===== src/rtl/fpu_pkg.sv =====
// fpu_pkg: shared FPU op codes, forwarding selects and issue-entry layout.
package fpu_pkg;
    localparam logic [2:0] FC_ADD  = 3'b000;
    localparam logic [2:0] FC_SUB  = 3'b001;
    localparam logic [2:0] FC_MUL  = 3'b010;
    localparam logic [2:0] FC_DIV  = 3'b100;
    localparam logic [2:0] FC_SQRT = 3'b110;

    localparam logic [1:0] FWD_RF = 2'd0;
    localparam logic [1:0] FWD_ED = 2'd1;
    localparam logic [1:0] FWD_WD = 2'd2;

    localparam int FCW = 3;
    localparam int RW  = 5;

    typedef struct packed {
        logic [FCW-1:0] fc;
        logic [RW-1:0]  fd;
        logic [RW-1:0]  fs;
        logic [RW-1:0]  ft;
        logic           useb;
        logic           wf;
    } entry_t;
endpackage


===== src/rtl/fpu_issue_ctrl_if.sv =====
// fpu_issue_ctrl_if: decoded FP instruction handshake from the integer pipeline.
interface fpu_issue_ctrl_if;
    import fpu_pkg::*;
    logic           in_valid;
    logic           in_ready;
    logic [FCW-1:0] in_fc;
    logic [RW-1:0]  in_fd;
    logic [RW-1:0]  in_fs;
    logic [RW-1:0]  in_ft;
    logic           in_useb;
    logic           in_wf;

    modport master (output in_valid, in_fc, in_fd, in_fs, in_ft, in_useb, in_wf, input in_ready);
    modport slave  (input in_valid, in_fc, in_fd, in_fs, in_ft, in_useb, in_wf, output in_ready);
endinterface


===== src/rtl/fpu_fwd_unit.sv =====
// fpu_fwd_unit: RAW hazard and forwarding select for one source operand.
module fpu_fwd_unit
    import fpu_pkg::*;
(
    input  logic [RW-1:0] src_i,
    input  logic          use_i,
    input  logic [RW-1:0] e1n_i,
    input  logic [RW-1:0] e2n_i,
    input  logic [RW-1:0] e3n_i,
    input  logic [RW-1:0] wn_i,
    input  logic          e1w_i,
    input  logic          e2w_i,
    input  logic          e3w_i,
    input  logic          ww_i,
    output logic          hz_o,
    output logic [1:0]    fwd_o
);
    assign hz_o = use_i & ((e1w_i & (e1n_i == src_i)) | (e2w_i & (e2n_i == src_i)));

    // E3 is the younger result, so it wins over W
    always_comb
        fwd_o = ~use_i                    ? FWD_RF :
                e3w_i & (e3n_i == src_i)  ? FWD_ED :
                ww_i & (wn_i == src_i)    ? FWD_WD : FWD_RF;
endmodule


===== src/rtl/fpu_issue_ctrl.sv =====
// fpu_issue_ctrl: buffers FP instructions, checks RAW hazards against the FPU
// pipe, and issues instructions or bubbles with operand forwarding selects.
module fpu_issue_ctrl
    import fpu_pkg::*;
#(
    parameter int DEPTH = 4,
    parameter int AW    = 2
) (
    input  logic             clk,
    input  logic             clrn,
    fpu_issue_ctrl_if.slave  in_if,
    input  logic             mem_stall_i,
    input  logic             flush_i,
    input  logic [RW-1:0]    e1n_i,
    input  logic [RW-1:0]    e2n_i,
    input  logic [RW-1:0]    e3n_i,
    input  logic [RW-1:0]    wn_i,
    input  logic             e1w_i,
    input  logic             e2w_i,
    input  logic             e3w_i,
    input  logic             ww_i,
    input  logic             st_ds_i,
    output logic [FCW-1:0]   fc_o,
    output logic [RW-1:0]    fd_o,
    output logic             wf_o,
    output logic [RW-1:0]    rs_o,
    output logic [RW-1:0]    rt_o,
    output logic             ein1_o,
    output logic             ein2_o,
    output logic [1:0]       fwda_o,
    output logic [1:0]       fwdb_o,
    output logic [AW:0]      count_o,
    output logic [15:0]      hz_cnt_o
);
    entry_t      mem_q [DEPTH];
    entry_t      head;
    logic [AW:0] wp_q, wp_d, rp_q, rp_d, cnt;
    logic [15:0] hz_cnt_q, hz_cnt_d;
    logic        valid, full, push, adv, issue, hz, hz_a, hz_b;
    logic [1:0]  fa, fb;

    assign cnt   = wp_q - rp_q;
    assign head  = mem_q[rp_q[AW-1:0]];
    assign valid = cnt != '0;
    assign full  = cnt == (AW+1)'(DEPTH);
    assign push  = in_if.in_valid & ~full & ~flush_i;
    assign adv   = ~mem_stall_i & ~st_ds_i;
    assign hz    = valid & (hz_a | hz_b);
    assign issue = valid & ~hz & adv & ~flush_i;

    fpu_fwd_unit u_fwd_a (
        .src_i(head.fs), .use_i(1'b1),
        .e1n_i, .e2n_i, .e3n_i, .wn_i, .e1w_i, .e2w_i, .e3w_i, .ww_i,
        .hz_o(hz_a), .fwd_o(fa)
    );

    fpu_fwd_unit u_fwd_b (
        .src_i(head.ft), .use_i(head.useb),
        .e1n_i, .e2n_i, .e3n_i, .wn_i, .e1w_i, .e2w_i, .e3w_i, .ww_i,
        .hz_o(hz_b), .fwd_o(fb)
    );

    // a flush empties the buffer by catching the read pointer up to the write pointer
    always_comb begin
        wp_d     = wp_q + (AW+1)'(push);
        rp_d     = flush_i ? wp_q : rp_q + (AW+1)'(issue);
        hz_cnt_d = (hz & adv & ~flush_i & ~&hz_cnt_q) ? hz_cnt_q + 16'd1 : hz_cnt_q;
    end

    always_ff @(posedge clk or negedge clrn)
        if (!clrn) begin
            wp_q     <= '0;
            rp_q     <= '0;
            hz_cnt_q <= '0;
        end else begin
            wp_q     <= wp_d;
            rp_q     <= rp_d;
            hz_cnt_q <= hz_cnt_d;
        end

    always_ff @(posedge clk)
        if (push)
            mem_q[wp_q[AW-1:0]] <= '{fc: in_if.in_fc, fd: in_if.in_fd, fs: in_if.in_fs,
                                     ft: in_if.in_ft, useb: in_if.in_useb, wf: in_if.in_wf};

    always_comb begin
        fc_o           = issue ? head.fc : '0;
        fd_o           = issue ? head.fd : '0;
        wf_o           = issue & head.wf;
        rs_o           = valid ? head.fs : '0;
        rt_o           = valid ? head.ft : '0;
        fwda_o         = valid ? fa : FWD_RF;
        fwdb_o         = valid ? fb : FWD_RF;
        ein1_o         = ~clrn | ~mem_stall_i;
        ein2_o         = ~clrn | ~flush_i;
        in_if.in_ready = ~full;
        count_o        = cnt;
        hz_cnt_o       = hz_cnt_q;
    end
endmodule


===== src/flat_wrapper.sv =====
// flat-port wrapper written by rule: the top's interface ports become plain ports
module fpu_issue_ctrl_flat import fpu_pkg::*;
#(
    parameter int DEPTH = 4,
    parameter int AW    = 2
)
  (clk, clrn, mem_stall_i, flush_i, e1n_i, e2n_i, e3n_i, wn_i, e1w_i, e2w_i, e3w_i, ww_i, st_ds_i, fc_o, fd_o, wf_o, rs_o, rt_o, ein1_o, ein2_o, fwda_o, fwdb_o, count_o, hz_cnt_o, in_if_in_valid, in_if_in_fc, in_if_in_fd, in_if_in_fs, in_if_in_ft, in_if_in_useb, in_if_in_wf, in_if_in_ready);
  fpu_issue_ctrl_if in_if_i ();
  input  logic clk;
  input  logic clrn;
  input  logic mem_stall_i;
  input  logic flush_i;
  input  logic [RW-1:0] e1n_i;
  input  logic [RW-1:0] e2n_i;
  input  logic [RW-1:0] e3n_i;
  input  logic [RW-1:0] wn_i;
  input  logic e1w_i;
  input  logic e2w_i;
  input  logic e3w_i;
  input  logic ww_i;
  input  logic st_ds_i;
  output logic [FCW-1:0] fc_o;
  output logic [RW-1:0] fd_o;
  output logic wf_o;
  output logic [RW-1:0] rs_o;
  output logic [RW-1:0] rt_o;
  output logic ein1_o;
  output logic ein2_o;
  output logic [1:0] fwda_o;
  output logic [1:0] fwdb_o;
  output logic [AW:0] count_o;
  output logic [15:0] hz_cnt_o;
  input wire logic [$bits(in_if_i.in_valid)-1:0] in_if_in_valid;
  input wire logic [$bits(in_if_i.in_fc)-1:0] in_if_in_fc;
  input wire logic [$bits(in_if_i.in_fd)-1:0] in_if_in_fd;
  input wire logic [$bits(in_if_i.in_fs)-1:0] in_if_in_fs;
  input wire logic [$bits(in_if_i.in_ft)-1:0] in_if_in_ft;
  input wire logic [$bits(in_if_i.in_useb)-1:0] in_if_in_useb;
  input wire logic [$bits(in_if_i.in_wf)-1:0] in_if_in_wf;
  output wire logic [$bits(in_if_i.in_ready)-1:0] in_if_in_ready;
  assign in_if_i.in_valid = in_if_in_valid;
  assign in_if_i.in_fc = in_if_in_fc;
  assign in_if_i.in_fd = in_if_in_fd;
  assign in_if_i.in_fs = in_if_in_fs;
  assign in_if_i.in_ft = in_if_in_ft;
  assign in_if_i.in_useb = in_if_in_useb;
  assign in_if_i.in_wf = in_if_in_wf;
  assign in_if_in_ready = in_if_i.in_ready;
  fpu_issue_ctrl #(.DEPTH(DEPTH), .AW(AW)) u_core (.clk(clk), .clrn(clrn), .in_if(in_if_i), .mem_stall_i(mem_stall_i), .flush_i(flush_i), .e1n_i(e1n_i), .e2n_i(e2n_i), .e3n_i(e3n_i), .wn_i(wn_i), .e1w_i(e1w_i), .e2w_i(e2w_i), .e3w_i(e3w_i), .ww_i(ww_i), .st_ds_i(st_ds_i), .fc_o(fc_o), .fd_o(fd_o), .wf_o(wf_o), .rs_o(rs_o), .rt_o(rt_o), .ein1_o(ein1_o), .ein2_o(ein2_o), .fwda_o(fwda_o), .fwdb_o(fwdb_o), .count_o(count_o), .hz_cnt_o(hz_cnt_o));
endmodule

===== config.mk =====
export PLATFORM = sky130hd
export DESIGN_NAME = fpu_issue_ctrl_flat
export DESIGN_NICKNAME = d
export VERILOG_FILES = /design/src/rtl/fpu_pkg.sv /design/src/rtl/fpu_issue_ctrl_if.sv /design/src/rtl/fpu_fwd_unit.sv /design/src/rtl/fpu_issue_ctrl.sv /design/src/flat_wrapper.sv
export SDC_FILE = /design/constraint.sdc
export NUM_CORES = 1
export LEC_CHECK = 0
export CAP_MARGIN = 5
export CORE_UTILIZATION = 50
export CTS_CLUSTER_SIZE = 8
export DETAILED_ROUTE_END_ITERATION = 8
export PLACE_DENSITY_LB_ADDON = 0.08
export SLEW_MARGIN = 25
export SYNTH_ARGS = -nofsm -noshare
export SYNTH_HDL_FRONTEND = slang
export SYNTH_HIERARCHICAL = 1
export SYNTH_SLANG_ARGS = --single-unit
export TNS_END_PERCENT = 100

===== constraint.sdc =====
create_clock -name clk -period 9.76 [get_ports clk]
set_clock_uncertainty 0.05 [all_clocks]
set_input_delay 0.976 -clock clk [delete_from_list [all_inputs] [get_ports clk]]
set_output_delay 0.976 -clock clk [all_outputs]
set_load 0.005 [all_outputs]

==> flow_metrics.env <==
export IMPL_clock_sinks=102
export IMPL_drive_above_1_share=0.167
export IMPL_crit_end="fd_o[1]"
export IMPL_arrival_ns=4.05
export IMPL_synth_area_top_cells="edfxtp_1, dfrtp_1, mux4_2"
export IMPL_outcome="complete, no violations"
export IMPL_post_cts_resized=0
export IMPL_setup_tns_ns=0
export IMPL_vias_per_cell=5.37
export IMPL_timing_rr_start="u_core/rp_q[0]"
export IMPL_initial_utilization=0.516
export IMPL_ir_worst_vdd_uv=127
export IMPL_clk_pin_slew_worst_paths_ns=0.10
export IMPL_grtUsageTotal=0.206
export IMPL_cts_root_buf="clkbuf_8"
export IMPL_clockBufferDepth=2
export IMPL_period_minus_slack_ns=5.07
export IMPL_fp_coreArea_um2=9200
export IMPL_synth_seq_cells=102
export IMPL_synth_edf_count=80
export IMPL_ys_types=39
export IMPL_numCtsBuffers=9
export IMPL_syn_area_um2=4750
export IMPL_hp_class="flop to flop"
export IMPL_slew_headroom=0.508
export IMPL_wire_per_inst_um=18.2
export IMPL_die_w_um=99.4
export IMPL_crit_fanout=15
export IMPL_grt_max_degree=25
export IMPL_setup_viol=0
export IMPL_rrSetupSlack_ns=5.73
export IMPL_p_leak_nw=2.07
export IMPL_nNetsFinal=458
export IMPL_endpoint_kind="primary output"
export IMPL_hold_depth=1
export IMPL_path_cells="buf_4 -> mux4_2 -> xnor2_1 -> nand4_1 -> o22ai_1 -> or4b_1 -> nor2b_2 -> clkdlybuf4s50_1"
export IMPL_tightest_slew_ns=0.738
export IMPL_critPathKind="flop to primary output"
export IMPL_powerDensity_nw_per_um2=254
export IMPL_drtPass1Iterations=4
export IMPL_die_area_um2=9890
export IMPL_postCtsSetupBuffers=0
export IMPL_finalInstanceArea_um2=6040
export IMPL_diodes=0
export IMPL_grt_pass1_vias=2914
export IMPL_hold_viol_final=0
export IMPL_grt_pass1_wl_um=15000
export IMPL_die_y_um=99.4
export IMPL_place_area_um2=5830
export IMPL_hpwl_um=6690
export IMPL_io_buffers=94
export IMPL_area_growth_pct=27.2
export IMPL_synth_top_cell_by_area="edfxtp_1"
export IMPL_cts_tree="yes"
export IMPL_antenna_found_initial=0
export IMPL_crit_path_max_incr_delay_ns=0.87
export IMPL_rows=35
export IMPL_yosysWarnings=6
export IMPL_drtIter0Drc=98
export IMPL_netlist_area_leader_share=0.506
export IMPL_critPathLaunch="u_core/rp_q[0]"
export IMPL_required_ns=8.73
export IMPL_slowest_stage="or4b_1"
export IMPL_rsz0062_at_grt="false"
export IMPL_gp_congestion=0.849
export IMPL_ys_seq_area_frac=0.622
export IMPL_ff2ff_path_depth=10
export IMPL_r2r_end="u_core/rp_q[1]"
export IMPL_finalCritPeriodShare=0.520
export IMPL_ctsHtreeMaxLevel=3
export IMPL_start_kind="flop"
export IMPL_cap_violations=0
export IMPL_grt_overflow=0
export IMPL_clock_latency_ns=0.36
export IMPL_drt_wl_total_um=9420
export IMPL_syn_avg_cell_area_um2=15.8
export IMPL_antenna_left=0
export IMPL_fillCellCount=665
export IMPL_synth_top_flop_cell="edfxtp_1"
export IMPL_remaining_drc_errors=0
export IMPL_max_clock_freq_ghz=0.197
export IMPL_synth_cells=300
export IMPL_drv_slew=0
export IMPL_via_count=2776
export IMPL_async_flop_share=0.216
export IMPL_io_pins=95
export IMPL_cts_hold_buffers=0
-- how the worst min path moves through the flow --
stage | start | end | slack (ns)
finish | u_core/hz_cnt_o[10] | u_core/hz_cnt_o[10] | 0.45
global route | u_core/wp_q[2] | u_core/wp_q[2] | 0.48
CTS | u_core/hz_cnt_o[10] | u_core/hz_cnt_o[10] | 0.45
detailed placement | u_core/hz_cnt_o[10] | u_core/hz_cnt_o[10] | 0.43
global placement | u_core/hz_cnt_o[10] | u_core/hz_cnt_o[10] | 0.43
floorplan | u_core/wp_q[2] | u_core/wp_q[2] | 0.41
-- cell type report --
cell class,instances,area (um^2),area share
Sequential cell,102,2950,0.489
Tap cell,111,139,0.0230
Multi-Input combinational cell,181,1730,0.286
Clock inverter,6,78.8,0.0131
Timing Repair Buffer,100,986,0.163
Clock buffer,10,128,0.0211
Inverter,7,26.3,0.00435
-- per-stage QoR --
| stage | util | hold WS (ns) | cells | power (mW) | setup slack [ns] |
|---|---|---|---|---|---|
| global route | 0.656 | 0.478 | 517 | 1.62 | 4.42 |
| global placement | 0.634 | 0.427 | 501 | 1.27 | 5.10 |
| detailed placement | 0.634 | 0.435 | 501 | 1.28 | 5.02 |
| CTS | 0.656 | 0.449 | 517 | 1.55 | 4.60 |
| finish | 0.656 | 0.449 | 517 | 1.53 | 4.69 |
| floorplan | - | 0.415 | 303 | 1.01 | 6.28 |
-- metal layers --
metal | wire, um | GRT usage | vias to the layer above
li1 | - | - | 1307
met1 | 4190 | 0.271 | 1379
met2 | 4680 | 0.344 | 81
met3 | 455 | 0.0499 | 9
met4 | 83 | 0.0554 | 0
met5 | 0 | 0 | -
-- Yosys cell counts (3+ instances only) --
cell type,n
edfxtp_1,80
nor2b_2,7
and2b_2,4
xnor2_1,51
mux2_2,3
nand2_1,9
nor2b_1,10
clkbuf_2,6
clkbuf_1,3
nand3_1,14
nand4_1,12
dfrtp_1,22
nor3_1,7
nor2_1,4
inv_1,7
xor2_1,6
mux4_2,20
ha_1,6
-- worst max-delay path, delay by kind of cell, from the launching register on --
family / cells / cell delay [ns]
AOI/OAI and AO/OA: 1 / 0.10
and+or+nand+nor: 3 / 1.18
muxes: 1 / 0.65
buffers and inverters: 2 / 0.92
xor gates and xnor gates: 1 / 0.17
DFF: 1 / 0.66
-- cells by family (layout without fill, tap and decap cells) --
family	Yosys count	count (layout)	share of synthesized area
flip-flops	102	102	0.622
AND/OR/NAND/NOR	83	83	0.113
XOR/XNOR	58	58	0.110
multiplexers	23	23	0.102
buffers and inverters	20	123	0.0211
adder cells (fa/ha/maj)	7	7	0.0200
AO/OA/AOI/OAI	6	6	0.0105
other	1	4	0.000790
-- sequential cells by signal, summed over array words and instances, names as in the netlist --
signal and cells:
u_core/wp_q 3, u_core/rp_q 3, u_core/hz_cnt_o 16, u_core/mem_q 80
-- cell usage in the layout (no fill, tap or decap), types with 4 or more instances in the layout --
cell and instances:
nor2_1 4, dfrtp_1 21, xor2_1 6, and2b_2 4, mux4_2 20, ha_1 6
nand4_1 12, edfxtp_1 80, xnor2_1 51, nor3_2 6, nor2b_2 7, conb_1 4
nand3_1 14, inv_1 7, nor2b_1 10, nand2_1 9, buf_4 6, clkbuf_8 9
clkdlybuf4s50_1 94
-- where the power goes --
part	leakage (nW)	switching [mW]	internal, mW
Sequential	1.02	0.0504	0.531
Combinational	0.947	0.303	0.377
Clock	0.105	0.147	0.124
No activity file was read; power rests on OpenSTA's default activity.
